[config.mk]
export PLATFORM = sky130hd
export DESIGN_NAME = seq_pipe_deser4
export DESIGN_NICKNAME = d
export VERILOG_FILES = /design/src/rtl/seq_pipe_deser4_pkg.sv /design/src/rtl/seq_pipe_deser4_cnt.sv /design/src/rtl/seq_pipe_deser4.sv
export SDC_FILE = /design/constraint.sdc
export NUM_CORES = 1
export LEC_CHECK = 0
export ABC_CLOCK_PERIOD_IN_PS = 2610
export BUFFER_PORTS_ARGS = -buffer_cell sky130_fd_sc_hd__buf_2
export CORE_MARGIN = 4
export CORE_UTILIZATION = 45
export DETAILED_ROUTE_END_ITERATION = 12
export GPL_TIMING_DRIVEN = 0
export PLACE_DENSITY = 0.76
export SLEW_MARGIN = 0
export SYNTH_ARGS = -nofsm -noshare
export SYNTH_HDL_FRONTEND = slang
export SYNTH_SLANG_ARGS = --single-unit
[constraint.sdc]
create_clock -name clk -period 2.61 [get_ports clk]
set_input_delay 0.1305 -clock clk [delete_from_list [all_inputs] [get_ports clk]]
set_output_delay 0.1305 -clock clk [all_outputs]
set_load 0.005 [all_outputs]
[src/rtl/seq_pipe_deser4_pkg.sv]
// seq_pipe_deser4_pkg: shared widths and state encoding for the 4-byte deserializer
package seq_pipe_deser4_pkg;
  localparam int DW = 8;
  localparam int GS = 4;
  typedef enum logic {FILL = 1'b0, FULL = 1'b1} state_t;
endpackage

[src/rtl/seq_pipe_deser4_cnt.sv]
// seq_pipe_deser4_cnt: 2-bit wrapping slot counter with clear, load-1 and increment
module seq_pipe_deser4_cnt (
  input  logic       clk,
  input  logic       rst_n,
  input  logic       inc,
  input  logic       ld1,
  input  logic       clr,
  output logic [1:0] cnt
);
  always_ff @(posedge clk or negedge rst_n)
    if (!rst_n) cnt <= '0;
    else if (clr) cnt <= '0;
    else if (ld1) cnt <= 2'd1;
    else if (inc) cnt <= cnt + 2'd1;
endmodule

[src/rtl/seq_pipe_deser4.sv]
// seq_pipe_deser4: collects four bytes into registered slots feeding a 4-input adder
module seq_pipe_deser4
  import seq_pipe_deser4_pkg::*;
(
  input  logic          clk,
  input  logic          reset,
  input  logic          in_val,
  output logic          in_rdy,
  input  logic [DW-1:0] in_data,
  output logic          out_val,
  input  logic          out_rdy,
  output logic [DW-1:0] out0,
  output logic [DW-1:0] out1,
  output logic [DW-1:0] out2,
  output logic [DW-1:0] out3
);
  state_t        st;
  logic [1:0]    cnt;
  logic [DW-1:0] slot [GS];
  logic          byte_x, grp_x;
  assign out_val = st == FULL;
  assign in_rdy  = st == FILL || out_rdy;
  assign byte_x  = in_val && in_rdy;
  assign grp_x   = out_val && out_rdy;
  // cnt is always 0 in FULL, so slot cnt is also the out0 target of a draining write
  seq_pipe_deser4_cnt u_cnt (
    .clk  (clk),
    .rst_n(reset),
    .inc  (byte_x && st == FILL),
    .ld1  (byte_x && st == FULL),
    .clr  (grp_x && !byte_x),
    .cnt  (cnt)
  );
  always_ff @(posedge clk or negedge reset)
    if (!reset) st <= FILL;
    else if (grp_x) st <= FILL;
    else if (byte_x && cnt == 2'd3) st <= FULL;
  always_ff @(posedge clk or negedge reset)
    if (!reset) slot <= '{default: '0};
    else if (byte_x) slot[cnt] <= in_data;
  assign out0 = slot[0];
  assign out1 = slot[1];
  assign out2 = slot[2];
  assign out3 = slot[3];
endmodule

* Word-level counts from Yosys, hierarchy flattened
Index checks and enable logic that the tools add are counted.
Cells by class: magnitude comparators 2, muxes and demuxes 8, equal/unequal tests 1, bitwise gates (word level) 2, reduce and logical (&&, ||, !) cells 11, $add $sub $neg 1
Operators with widths (number):
- $bwmux W32 | 1
- $demux W8 S2 | 1
- $mux W8 | 1
- $logic_and A1 B1 Y1 | 7
- $mux W2 | 3
- $ge A3 B3 Y1 const B | 1
- $lt A3 B1 Y1 const B | 1
- $not A2 Y3 | 1
- $reduce_bool A3 Y1 | 1
- $add A2 B1 Y2 const B | 1
- $eq A2 B2 Y1 const B | 1
- $mux W1 | 2
- $reduce_bool A2 Y1 | 1
- $logic_not A1 Y1 | 1
- $logic_or A1 B1 Y1 | 1
- $not A1 Y1 | 1
Word-level totals: register bits 35, bits of input ports 12

* Longest topological paths before layout
depth in word-level cells 7, gate-level depth with buffers 5, gate-level depth less buffers 4

* Hierarchy
Synthesis repeated with hierarchy kept, for this count alone.
Second synthesis, totals: cells, all modules 86, area total of the unflattened synthesis 1473.9 um^2
By module, submodules not included:
- seq_pipe_deser4 | area an instance 1376.3 um^2, cells each 78, sequential area each 825.8 um^2, times used 1
- seq_pipe_deser4_cnt | area an instance 97.6 um^2, cells each 8, sequential area each 50.0 um^2, times used 1

* Worst setup path before layout
Ideal clock, no wire load.
path kind reg-to-reg, from reg u_cnt.cnt[0], to reg slot, in the netlist out2[0], stages on the path, launching flop included 6, setup time 0.125 ns, period minus slack after synthesis 1.339 ns, arrival 1.214 ns, path slack 1.271 ns, cell sequence dfrtp_1 > inv_1 > ha_1 > and3_4 > buf_6 > mux2_4
On the way: word-level cells in the longest chain between the ends 6, elaborated cells between the ends (all ways) 7, classes of those cells order compare (2); mux (3); bitwise (1); reduce/logical (1)
RTL lines:
- from (decl) | line seq_pipe_deser4_cnt.sv:8 | output logic [1:0] cnt
- from (signal assigned) | line seq_pipe_deser4_cnt.sv:14 | else if (inc) cnt <= cnt + 2'd1;
- $not A2 Y3 (implied by the code) (*) | line seq_pipe_deser4.sv:40 | else if (byte_x) slot[cnt] <= in_data;
- $ge A3 B3 Y1 (implied by the code) / $lt A3 B1 Y1 (equally long branches) | line seq_pipe_deser4.sv:40
- $logic_and A1 B1 Y1 (implied by the code) | line seq_pipe_deser4.sv:40
- $mux W8 (implied by the code) | line seq_pipe_deser4.sv:40
- $demux W8 S2 (*) | line seq_pipe_deser4.sv:40
- $bwmux W32 (*) | line seq_pipe_deser4.sv:40
- to (signal, indexed assignment) | line seq_pipe_deser4.sv:40
- to (decl) | line seq_pipe_deser4.sv:19 | logic [DW-1:0] slot [GS];
Every way passes the cells marked *; elsewhere a longest branch is shown, timed or not. A chain may end at the register's enable or synchronous reset.

* Worst setup path in the final report
from reg u_cnt.cnt[0], to reg slot, in the netlist out2[1]
The elaborated chain is that of the path after synthesis.

==> results by stage <==
Placed design:
- Detailed placement ended at an HPWL of 2220 um.
- During placement, the flow inserted port buffers numbering 44.
- Once placement finished, the instance area stood at 1820 sq um.
- The global placement routability congestion is 0.746.
- The setup slack after placement is 1.14 ns.

Floorplanning:
- The initial utilization of the core area, before any placement, comes to 0.488.
- The full die area is 4420 sq um.
- The die width is 66.5 um.
- The number of rows in the core area is 20.
- In this run the count of I/O pins placed on the die edge is 46.
- The die extent in y is 66.5 um.
- The area of the core region is 3150 sq um.

Worst setup path:
- Walking the worst path, the cells encountered are inv_1 -> ha_1 -> and3_4 -> buf_6 -> mux2_4.
- The critical path is of the flop to flop type.
- The worst stage delay on the critical path is 0.45 ns.
- The kind of cell adding the most delay to the critical path is flip-flops.
- On the critical path, the stage with the largest delay is an instance of sky130_fd_sc_hd__dfrtp_1.
- The capturing element type of the critical path is a flop.
- STA classifies the critical path startpoint as a flop.
- The required time of the worst setup path is 2.84 ns.
- The number of buffers and inverters on the critical path is 2.
- Data on the critical path arrives at its endpoint at 1.70 ns.
- Along the worst path, the maximum fanout reaches 8.

Flow run:
- The tool flagged a number of max-cap violations equal to 0.

Power and ir drop:
- For this design the ratio of total power to cell area is 1210 nW/um^2.
- Total power for the finished layout comes to 0.00228 W.
- The leakage power total is 0.945 nW.
- The highest ir drop seen on vdd is 0.000654 V.

CTS:
- After clock tree synthesis, the flow added hold-fix buffers numbering 1.
- The buffer levels on the longest clock path is 2.
- The count of cells resized by post-cts repair is 0.
- Clock-pin slew was measured on the worst setup and hold paths at 0.10 ns.
- The clock drives 35 sinks.
- The buffer type at the clock tree root is sky130_fd_sc_hd__clkbuf_4.
- The number of clock buffers added by TritonCTS is 5.
- Clock latency on the worst-skew pair, taken at its later pin, is 0.34 ns.
- The count of buffers added by post-CTS timing repair for setup is 0.
- The H-tree was split into 2 levels.
- TritonCTS built the clock tree.

Yosys:
- Yosys mapped the design onto 16 distinct sky130hd cell types.
- The share of the Yosys chip area taken by registers is 0.569.
- The register bit total from synthesis is 35.
- The number of nets handed over by synthesis was 107.
- The post-synthesis cell area is 1540 sq um.
- The total number of yosys warnings is 0.
- Synthesis produced a netlist whose cell count is 91.
- The synthesized area divided by synthesized cell count is 16.9 sq um.

STA:
- The number of setup violations in the final report is 0.
- The clock period could shrink to 1.47 ns.
- Setup repair after global routing left no endpoint under its margin.
- In the final timing run, aggregate negative setup slack is 0 ns.
- The worst-case setup margin in the final layout is 1.14 ns.
- Of the available clock period, the critical path in the final layout requires 0.563.
- The count of final max-slew check failures was 0.
- Between clock sinks in the finished design, the worst skew comes to 0.00624 ns.
- Hold is met by 0.0702 ns.
- Static timing analysis puts the maximum clock frequency at 0.680 GHz.
- The slew at the pin with the worst max-slew slack is 0.764 ns.
- The worst max-slew margin expressed relative to the limit is 0.491.
- The number of hold violations in the final report is 0.

Layout:
- The total of fill cells in the finished design is 261.
- The area growth from synthesis to layout is 22.2%.
- The cell area after layout is 1880 sq um.
- In the layout the commonest cells are sky130_fd_sc_hd__buf_2 (44), sky130_fd_sc_hd__dfrtp_1 (35), sky130_fd_sc_hd__mux2_4 (24).
- The fraction of layout cells with a size suffix above 1 is 0.643.
- The most common library cell in the layout ignoring fill and taps is sky130_fd_sc_hd__buf_2.
- For this run, the post-layout net count is 159.
- The number of antenna diodes in the final layout is 0.

Global routing:
- The overall routing resource usage is 0.159.
- The global-route wire length before repair is 5090 um.
- The overall overflow remaining after global route is 0.
- The initial antenna violation count was 0.
- Entering global routing, the biggest net connects 36 pins.
- The number of global-route vias before repair is 1,007.

Route:
- In the routed design, unresolved DRC markers number 0.
- For this block, the via count after detailed routing is 941.
- After detailed routing, the number of vias per cell comes to 5.03.
- The remaining antenna violation count after routing is 0.
- The number of detailed-route iterations in the first pass is 2.
- The number of DRC violations after detailed-routing iteration 0 is 24.
- The final layout contains routed wiring with a total length of 3100 um.
- After detailed routing, the average wire length per cell comes to 16.6 um.

Outcome:
- The run finished with clean final reports.

Min path:
- The class of the most critical hold timing path is input pin to flop.
==> power by group <==
part	switching [W]	internal (W)
Sequential	0.000177	0.000820
Combinational	0.000350	0.000634
Clock	0.000176	0.000125
==> registers in the layout, indices dropped and copies added (netlist names) <==
signal and flops:
out2 8, out1 8, out0 8, out_val 1, u_cnt.cnt 2, out3 8
==> final timing paths <==
check | from | end | slack, ns | cells past startpoint
min in group asynchronous | reset | out0[2] | 0.39 | 2
max | u_cnt.cnt[0] | out2[1] | 1.14 | 5
max reg2reg | u_cnt.cnt[0] | out2[1] | 1.14 | 5
min | in_data[3] | out2[3] | 0.07 | 2
min reg2reg | out3[2] | out3[2] | 0.52 | 1
max in group asynchronous | reset | u_cnt.cnt[0] | 1.72 | 2
==> cells by family (layout without fill, tap and decap cells) <==
kind of cell,count (synthesis),after routing,share of synthesized area
AOI/OAI and AO/OA,4,4,0.0138
muxes,34,34,0.305
and+or+nand+nor,7,7,0.0422
DFF,35,35,0.569
buffers and inverters,7,59,0.0374
adders and majority gates,4,4,0.0325
==> through the flow <==
stage	util	cells
after global routing	0.597	187
after floorplan	-	91
after global placement	0.576	179
after CTS	0.597	187
after detailed placement	0.576	179
final	0.597	187
==> metal layers <==
metal  GRT usage  share of wire  vias to the layer above
li1            -              -                      424
met1       0.179           0.41                      475
met2       0.275           0.51                       32
met3      0.0438          0.062                       10
met4      0.0761          0.024                        0
met5           0              0                        -
==> Yosys cell counts, drive strengths merged <==
master | count | area [sq um]
mux2i | 2 | 20.0
a21oi | 1 | 5.00
ha | 4 | 50.1
nand3b | 1 | 7.51
dfrtp | 35 | 876
inv | 2 | 7.51
clkbuf | 1 | 5.00
nand2 | 1 | 3.75
and3 | 3 | 33.8
nor2b | 1 | 6.26
nand2b | 1 | 13.8
mux2 | 32 | 450
buf | 4 | 45.0
o22ai | 1 | 6.26
o21ai | 2 | 10.0
==> final cells by class <==
type	instances	area, sq um	area share
repair buffers	45	230	0.122
flip-flops and latches	35	876	0.465
well taps	44	55.1	0.0293
clock inverters	1	5.00	0.00266
plain buffers	5	50.0	0.0266
multi-input cells	49	607	0.322
clock buffers	6	51.3	0.0273
inverters	2	7.51	0.00399
Power figures use the tool's default switching activity.
